==> src/rtl/fan_pkg.sv <==
// ============================================================================
//  Module      : fan_pkg
//  Description : Shared types and constants for the fan duty scheduler.
//  Revision    : 1.0 - initial release
// ============================================================================
`default_nettype none

package fan_pkg;

    // Width of every duty value (0..127 raw, 0..100 after conditioning)
    localparam int DUTY_W = 7;

    // Full-speed duty command
    localparam logic [DUTY_W-1:0] DUTY_MAX = 7'd100;

    // Scheduler states
    typedef enum logic [1:0] {
        IDLE = 2'd0,
        KICK = 2'd1,
        RAMP = 2'd2,
        HOLD = 2'd3
    } fan_state_e;

    // Clamp above DUTY_MAX and lift small non-zero requests to the running floor
    function automatic logic [DUTY_W-1:0] condition_duty(
        input logic [DUTY_W-1:0] raw,
        input logic [DUTY_W-1:0] min_duty
    );
        if (raw > DUTY_MAX)
            return DUTY_MAX;
        else if ((raw != '0) && (raw < min_duty))
            return min_duty;
        else
            return raw;
    endfunction

endpackage

`default_nettype wire

==> src/rtl/fan_tick_gen.sv <==
// ============================================================================
//  Module      : fan_tick_gen
//  Description : Free-running prescaler producing a one-cycle ramp tick every
//                TICK_DIV clocks.
//  Revision    : 1.0 - initial release
// ============================================================================
`default_nettype none

module fan_tick_gen #(
    parameter int TICK_DIV = 500000
) (
    input  logic sys_clk,
    input  logic sys_rst_n,
    output logic tick
);

    localparam int            CW     = (TICK_DIV > 1) ? $clog2(TICK_DIV) : 1;
    localparam logic [CW-1:0] C_LAST = CW'(TICK_DIV - 1);

    logic [CW-1:0] r_cnt;
    logic [CW-1:0] w_cnt_nxt;

    // Wrap at TICK_DIV-1; nothing but reset restarts the count
    always_comb begin
        w_cnt_nxt = (r_cnt == C_LAST) ? '0 : r_cnt + 1'b1;
    end

    // Prescaler register with synchronous active-low reset
    always_ff @(posedge sys_clk) begin
        if (!sys_rst_n)
            r_cnt <= '0;
        else
            r_cnt <= w_cnt_nxt;
    end

    assign tick = (r_cnt == C_LAST);

endmodule

`default_nettype wire

==> src/rtl/fan_duty_sched.sv <==
// ============================================================================
//  Module      : fan_duty_sched
//  Description : Fan PWM duty sequencer: kick-start from stop, tick-paced
//                ramping toward the accepted target, minimum running duty.
//  Revision    : 1.0 - initial release
// ============================================================================
`default_nettype none

module fan_duty_sched
    import fan_pkg::*;
#(
    parameter int TICK_DIV   = 500000,
    parameter int KICK_TICKS = 50,
    parameter int MIN_DUTY   = 20,
    parameter int STEP       = 1
) (
    input  logic              sys_clk,
    input  logic              sys_rst_n,
    input  logic              tgt_valid,
    input  logic [DUTY_W-1:0] tgt_duty,
    output logic              tgt_ready,
    output logic [DUTY_W-1:0] duty_data,
    output logic              busy,
    output logic              clamp_err
);

    localparam int                KW          = (KICK_TICKS > 1) ? $clog2(KICK_TICKS) : 1;
    localparam logic [KW-1:0]     C_KICK_LAST = KW'(KICK_TICKS - 1);
    localparam logic [DUTY_W-1:0] C_MIN       = DUTY_W'(MIN_DUTY);
    localparam logic [7:0]        C_MIN8      = 8'(MIN_DUTY);
    localparam logic [7:0]        C_STEP      = 8'(STEP);

    fan_state_e        r_state, w_state_nxt;
    logic [DUTY_W-1:0] r_duty,  w_duty_nxt;
    logic [DUTY_W-1:0] r_tgt,   w_tgt_nxt;
    logic [KW-1:0]     r_kick,  w_kick_nxt;
    logic              r_clamp, w_clamp_nxt;

    logic              w_tick;
    logic              w_accept;
    logic              w_over;
    logic [DUTY_W-1:0] w_cond;
    logic [DUTY_W-1:0] w_tgt_eff;
    logic [7:0]        w_duty8, w_tgt8, w_sum, w_ramp;
    logic [DUTY_W-1:0] w_ramp_duty;

    fan_tick_gen #(
        .TICK_DIV (TICK_DIV)
    ) u_tick_gen (
        .sys_clk   (sys_clk),
        .sys_rst_n (sys_rst_n),
        .tick      (w_tick)
    );

    // Accept conditioning; a same-cycle accept feeds the current tick's step
    always_comb begin
        w_accept  = tgt_valid && tgt_ready;
        w_over    = (tgt_duty > DUTY_MAX);
        w_cond    = condition_duty(tgt_duty, C_MIN);
        w_tgt_eff = w_accept ? w_cond : r_tgt;
    end

    // One ramp step toward the effective target, 8-bit so +STEP cannot wrap
    always_comb begin
        w_duty8 = {1'b0, r_duty};
        w_tgt8  = {1'b0, w_tgt_eff};
        w_sum   = w_duty8 + C_STEP;
        w_ramp  = w_tgt8;
        if (w_duty8 < w_tgt8) begin
            w_ramp = (w_sum > w_tgt8) ? w_tgt8 : w_sum;
        end else if (w_duty8 > w_tgt8) begin
            w_ramp = ((w_duty8 - w_tgt8) > C_STEP) ? (w_duty8 - C_STEP) : w_tgt8;
            // Ramping to stop: drop straight to 0 once below the running floor
            if ((w_tgt8 == 8'd0) && (w_ramp < C_MIN8))
                w_ramp = 8'd0;
        end
        w_ramp_duty = w_ramp[7] ? DUTY_MAX : w_ramp[DUTY_W-1:0];
    end

    // State register and datapath flops, synchronous active-low reset
    always_ff @(posedge sys_clk) begin
        if (!sys_rst_n) begin
            r_state <= IDLE;
            r_duty  <= '0;
            r_tgt   <= '0;
            r_kick  <= '0;
            r_clamp <= 1'b0;
        end else begin
            r_state <= w_state_nxt;
            r_duty  <= w_duty_nxt;
            r_tgt   <= w_tgt_nxt;
            r_kick  <= w_kick_nxt;
            r_clamp <= w_clamp_nxt;
        end
    end

    // Next-state and next-duty decisions
    always_comb begin
        w_state_nxt = r_state;
        w_duty_nxt  = r_duty;
        w_tgt_nxt   = w_accept ? w_cond : r_tgt;
        w_kick_nxt  = r_kick;
        w_clamp_nxt = w_accept && w_over;
        case (r_state)
            IDLE: begin
                w_duty_nxt = '0;
                if (w_accept && (w_cond != '0)) begin
                    w_state_nxt = KICK;
                    w_duty_nxt  = DUTY_MAX;
                    w_kick_nxt  = '0;
                end
            end
            KICK: begin
                w_duty_nxt = DUTY_MAX;
                if (w_tick) begin
                    if (r_kick == C_KICK_LAST)
                        w_state_nxt = RAMP;
                    else
                        w_kick_nxt = r_kick + 1'b1;
                end
            end
            RAMP: begin
                if (w_tick) begin
                    w_duty_nxt = w_ramp_duty;
                    if (w_ramp_duty == w_tgt_eff)
                        w_state_nxt = (w_tgt_eff == '0) ? IDLE : HOLD;
                end
            end
            HOLD: begin
                if (w_accept && (w_cond != r_duty))
                    w_state_nxt = RAMP;
            end
            default: begin
                w_state_nxt = IDLE;
                w_duty_nxt  = '0;
            end
        endcase
    end

    // Outputs decoded from the registered state
    always_comb begin
        tgt_ready = (r_state != KICK);
        busy      = (r_state == KICK) || (r_state == RAMP);
        duty_data = r_duty;
        clamp_err = r_clamp;
    end

endmodule

`default_nettype wire

==> config.mk <==
export PLATFORM = sky130hd
export DESIGN_NAME = fan_duty_sched
export DESIGN_NICKNAME = d
export VERILOG_FILES = /design/src/rtl/fan_pkg.sv /design/src/rtl/fan_tick_gen.sv /design/src/rtl/fan_duty_sched.sv
export SDC_FILE = /design/constraint.sdc
export NUM_CORES = 1
export LEC_CHECK = 0
export BUFFER_PORTS_ARGS = -buffer_cell sky130_fd_sc_hd__buf_2
export CORE_ASPECT_RATIO = 1.25
export CORE_MARGIN = 2
export CORE_UTILIZATION = 54
export CTS_BUF_LIST = sky130_fd_sc_hd__clkbuf_4 sky130_fd_sc_hd__clkbuf_8 sky130_fd_sc_hd__clkbuf_16
export CTS_CLUSTER_SIZE = 8
export DETAILED_ROUTE_END_ITERATION = 10
export PLACE_DENSITY = 0.8
export SLEW_MARGIN = 10
export SYNTH_ARGS = -nofsm -noshare
export SYNTH_HDL_FRONTEND = slang
export SYNTH_SLANG_ARGS = --single-unit
export TNS_END_PERCENT = 5
==> constraint.sdc <==
create_clock -name sys_clk -period 11.8 [get_ports sys_clk]
set_clock_uncertainty 0.2 [all_clocks]
set_input_delay 0 -clock sys_clk [delete_from_list [all_inputs] [get_ports sys_clk]]
set_output_delay 0 -clock sys_clk [all_outputs]
set_load 0.02 [all_outputs]
==> metrics.md <==
| Metric | Value |
|---|---|
| Crit path time final | 5740 ps |
| Final setup fails | 0 |
| DRT antenna net count | 0 |
| Inserted Diodes | 0 |
| Cell breakdown of the critical path | inv_1, ha_1, nor2b_1, nand2_1, o21ai_1, ha_1, inv_1, ha_1, inv_1, o311ai_1, maj3_2, a221o_1, a31oi_1, xor2_1, and2_4, o22ai_4, a2111o_1, a32oi_2, mux2i_1 |
| CP arrival | 5770 ps |
| Buffer depth of the longest clock path | 2 |
| Power Density | 202 nW/um2 |
| Slew Limit Fails | 0 |
| Hold Path Class | input port to register |
| Initial core utilization | 0.564 |
| Worst path bufs/invs | 3 |
| Slew of the pin with the lowest slew margin | 855 ps |
| Rows | 34 |
| Clock-pin slew on the worst setup and hold paths | 80 ps |
| Int Pwr | 0.417 mW |
| Final GP Congestion | 0.967 |
| Number of port buffers | 19 |
| Worst skew pair latency | 300 ps |
| CTS Root Cell | clkbuf_8 |
| Cell count along the critical path | 19 |
| Flop-to-flop setup slack | 6060 ps |
| Outcome | finished clean |
| Seq/Total Area, Yosys | 0.213 |
| Setup Crit Path Kind | register to register |
| Total setup buffers inserted after CTS | 0 |
| Final WS setup | 6060 ps |
| Via count | 3959 |
| Drt pass-1 iters | 6 |
| Flops & latches, synth | 42 |
| Max rail drop VDD | 0.000120 V |
| Setup TNS | 0 ps |
| Layout cell share with drive strength beyond 1 | 0.136 |
| Hpwl dp | 8650 um |
| Vias/cell | 6.53 |
| Metal3 WL | 653 um |
| Clock network fraction of total power | 0.117 |
| Setup WS pre-CTS | 6190 ps |
| CTS sink cnt | 42 |
| Leak | 1.61 nW |
| Fmax | 0.174 GHz |
| H-tree depth | 2 |
| Design Area, Final | 4160 um2 |
| Net Sw Frac | 0.503 |
| Top-count cell post-synth | nor2_1 |
| Vias in the first global route | 3735 |
| Horiz. Die Dim | 80.6 um |
| Worst relative slew slack | 0.429 |
| RSZ-0062 raised after global routing | false |
| Total congestion overflow | 0 |
| Final period utilization | 0.486 |
| Netlist cell types | 97 |
| Met2 routed WL | 5530 um |
| Wire length on met1 | 4700 um |
| Initial DRC Count | 410 |
| Ys flop type | dfxtp_1 |
| Synth warnings | 0 |
| DRC | 0 |
| Cell accounting for the most synthesized area | dfxtp_1 |
| FF-to-FF path depth | 19 |
| Top sig layer | met4 |
| Number of enable flip-flop cells after synthesis | 0 |
| CTS tree | yes |
| RR Endpoint | r_state[1]$_SDFFE_PN0P_ |
| Dpl cell area | 4020 um2 |
| Count of nets after finishing | 543 |
| Reg power frac | 0.218 |
| Post-synth top area share | 0.213 |
| Post-Syn Area | 3960 um2 |
| Critical path's top delay family | compound AO/OA/AOI/OAI gates |
| Synthesized netlist cell count | 503 |
| FF-to-FF Start | r_state[1]$_SDFFE_PN0P_ |
| Synthesized net count | 531 |
| Drt wl/cell | 18.7 um |
| Core area | 7020 um2 |
| Combinational power share | 0.665 |
| Slowest-stage cell, CP | nor2b_1 |
| Largest net degree at the start of global routing | 25 |
| First element of the critical path | r_state[1]$_SDFFE_PN0P_ |
| Die Y-Extent | 99.7 um |
| Crit-path max FO | 13 |
| Critical Path RT | 11830 ps |
| First-pass GRT wire length | 18500 um |
| Post-Synthesis Mean Instance Area | 7.87 um2 |
| Total CTS buffers | 5 |
| Startpoint types | register |
| Ys async rst share | 0 |
| Die Footprint | 8030 um2 |
| Setup crit end | r_state[1]$_SDFFE_PN0P_ |
| Area Overhead vs Synth | 5.06% |
| Initial antenna violation count | 0 |
| Net Sw Power | 0.423 mW |
| Final wirelength | 11300 um |
| Slowest cell delay on critical path | 700 ps |
| Top Ports | 20 |
| Tot GR Track Use | 0.292 |
| Max Cap Viol | 0 |
| Top cells by area, synth | dfxtp_1 21%, ha_1 5.7%, xnor2_1 5.3% |
| CP Capture Type | register |
| Final hold violation count | 0 |
| Most frequent cells after synthesis | 52 x nor2_1, 46 x nand2_1, 42 x dfxtp_1 |
[layout by cell type (no fill, tap or decap), drive strengths merged, types with 6 or more instances in the layout]
cell type  Yosys  layout
o21ai         25      25
buf            9      22
ha            18      18
dfxtp         42      42
nand2         48      48
nor2b          9       9
nor3          14      14
o211ai         7       7
clkbuf        12       6
nor4          10      10
a21oi         22      22
xnor2         24      24
nand4          9       9
and2          12      12
nand2b         6       6
nor2          54      54
nand3         22      22
a211oi         6       6
inv           22      22
and3          12      12
xor2          20      20
[power groups by stage]
stage	Combinational [mW]	Sequential, mW	Clock, mW
6_report	0.559	0.183	0.0980
5_1_grt	0.598	0.184	0.104
4_1_cts	0.541	0.182	0.0997
3_5_place_dp	0.537	0.185	0
3_3_place_gp	0.546	0.185	0
2_1_floorplan	0.433	0.175	0
[cell families (layout without fill, tap and decap cells)]
logic type | Yosys count | after routing | synth area share
AOI/OAI and AO/OA | 123 | 123 | 0.241
xor gates and xnor gates | 44 | 44 | 0.0974
adders and majority gates | 22 | 22 | 0.0674
DFF | 42 | 42 | 0.213
muxes | 6 | 6 | 0.0155
buffers and inverters | 45 | 58 | 0.0648
and+or+nand+nor | 221 | 221 | 0.301
[layer usage]
| layer | GRT usage | vias up |
|---|---|---|
| li1 | - | 1869 |
| met1 | 0.361 | 1844 |
| met2 | 0.499 | 202 |
| met3 | 0.0372 | 44 |
| met4 | 0.136 | 0 |
| met5 | 0 | - |
[worst reg2reg max path, delay by kind of cell, from the launching register on]
family          cells  cell delay, ps
simple gates        3            1160
flops               1             390
buf+inv             3             210
xor+xnor            1             400
fa+ha+maj           4            1110
compound gates      7            2000
mux                 1             210
[flip-flops by register name, indices dropped and copies added (netlist names)]
register	count
u_tick_gen.r_cnt	19
r_kick	6
r_state	2
clamp_err	1
r_tgt	7
duty_data	7
[area by class of cell]
cell class                 count  area (um2)
sequential                    42         841
tap                           90         113
inverter                      24        91.3
timing repair buffer          26         158
clock inverter                 2        12.5
clock buffer                   6        82.6
fill                         631        2860
multi-input combinational    416        2860
[stage by stage]
step / power [mW] / hold slack, ps / cells / utilization
finish: 0.840 / 51.3 / 606 / 0.592
global route: 0.886 / 84.7 / 606 / 0.592
CTS: 0.822 / 53.0 / 606 / 0.592
detailed placement: 0.722 / 183 / 594 / 0.573
global placement: 0.731 / 180 / 594 / 0.573
floorplan: 0.608 / -60.7 / 503 / -
[worst min-delay path by stage]
stage | from | endpoint | slack (ps) | cells after the start
global route | tgt_duty[4] | r_tgt[4]$_SDFF_PN0_ | 80 | 3
CTS | tgt_duty[4] | r_tgt[4]$_SDFF_PN0_ | 50 | 3
floorplan | sys_rst_n | duty_data[5]$_SDFFE_PN0P_ | -60 | 2
detailed placement | tgt_duty[6] | clamp_err$_SDFF_PN0_ | 180 | 3
finish | tgt_duty[4] | r_tgt[4]$_SDFF_PN0_ | 50 | 3
global placement | tgt_duty[6] | clamp_err$_SDFF_PN0_ | 180 | 3
[timing repair]
action	in CTS	in global routing
hold endpoints to repair	20	0
gates resized for setup	0	0
hold buffers	4	0
Note: power is estimated with default switching activity, not from simulation.
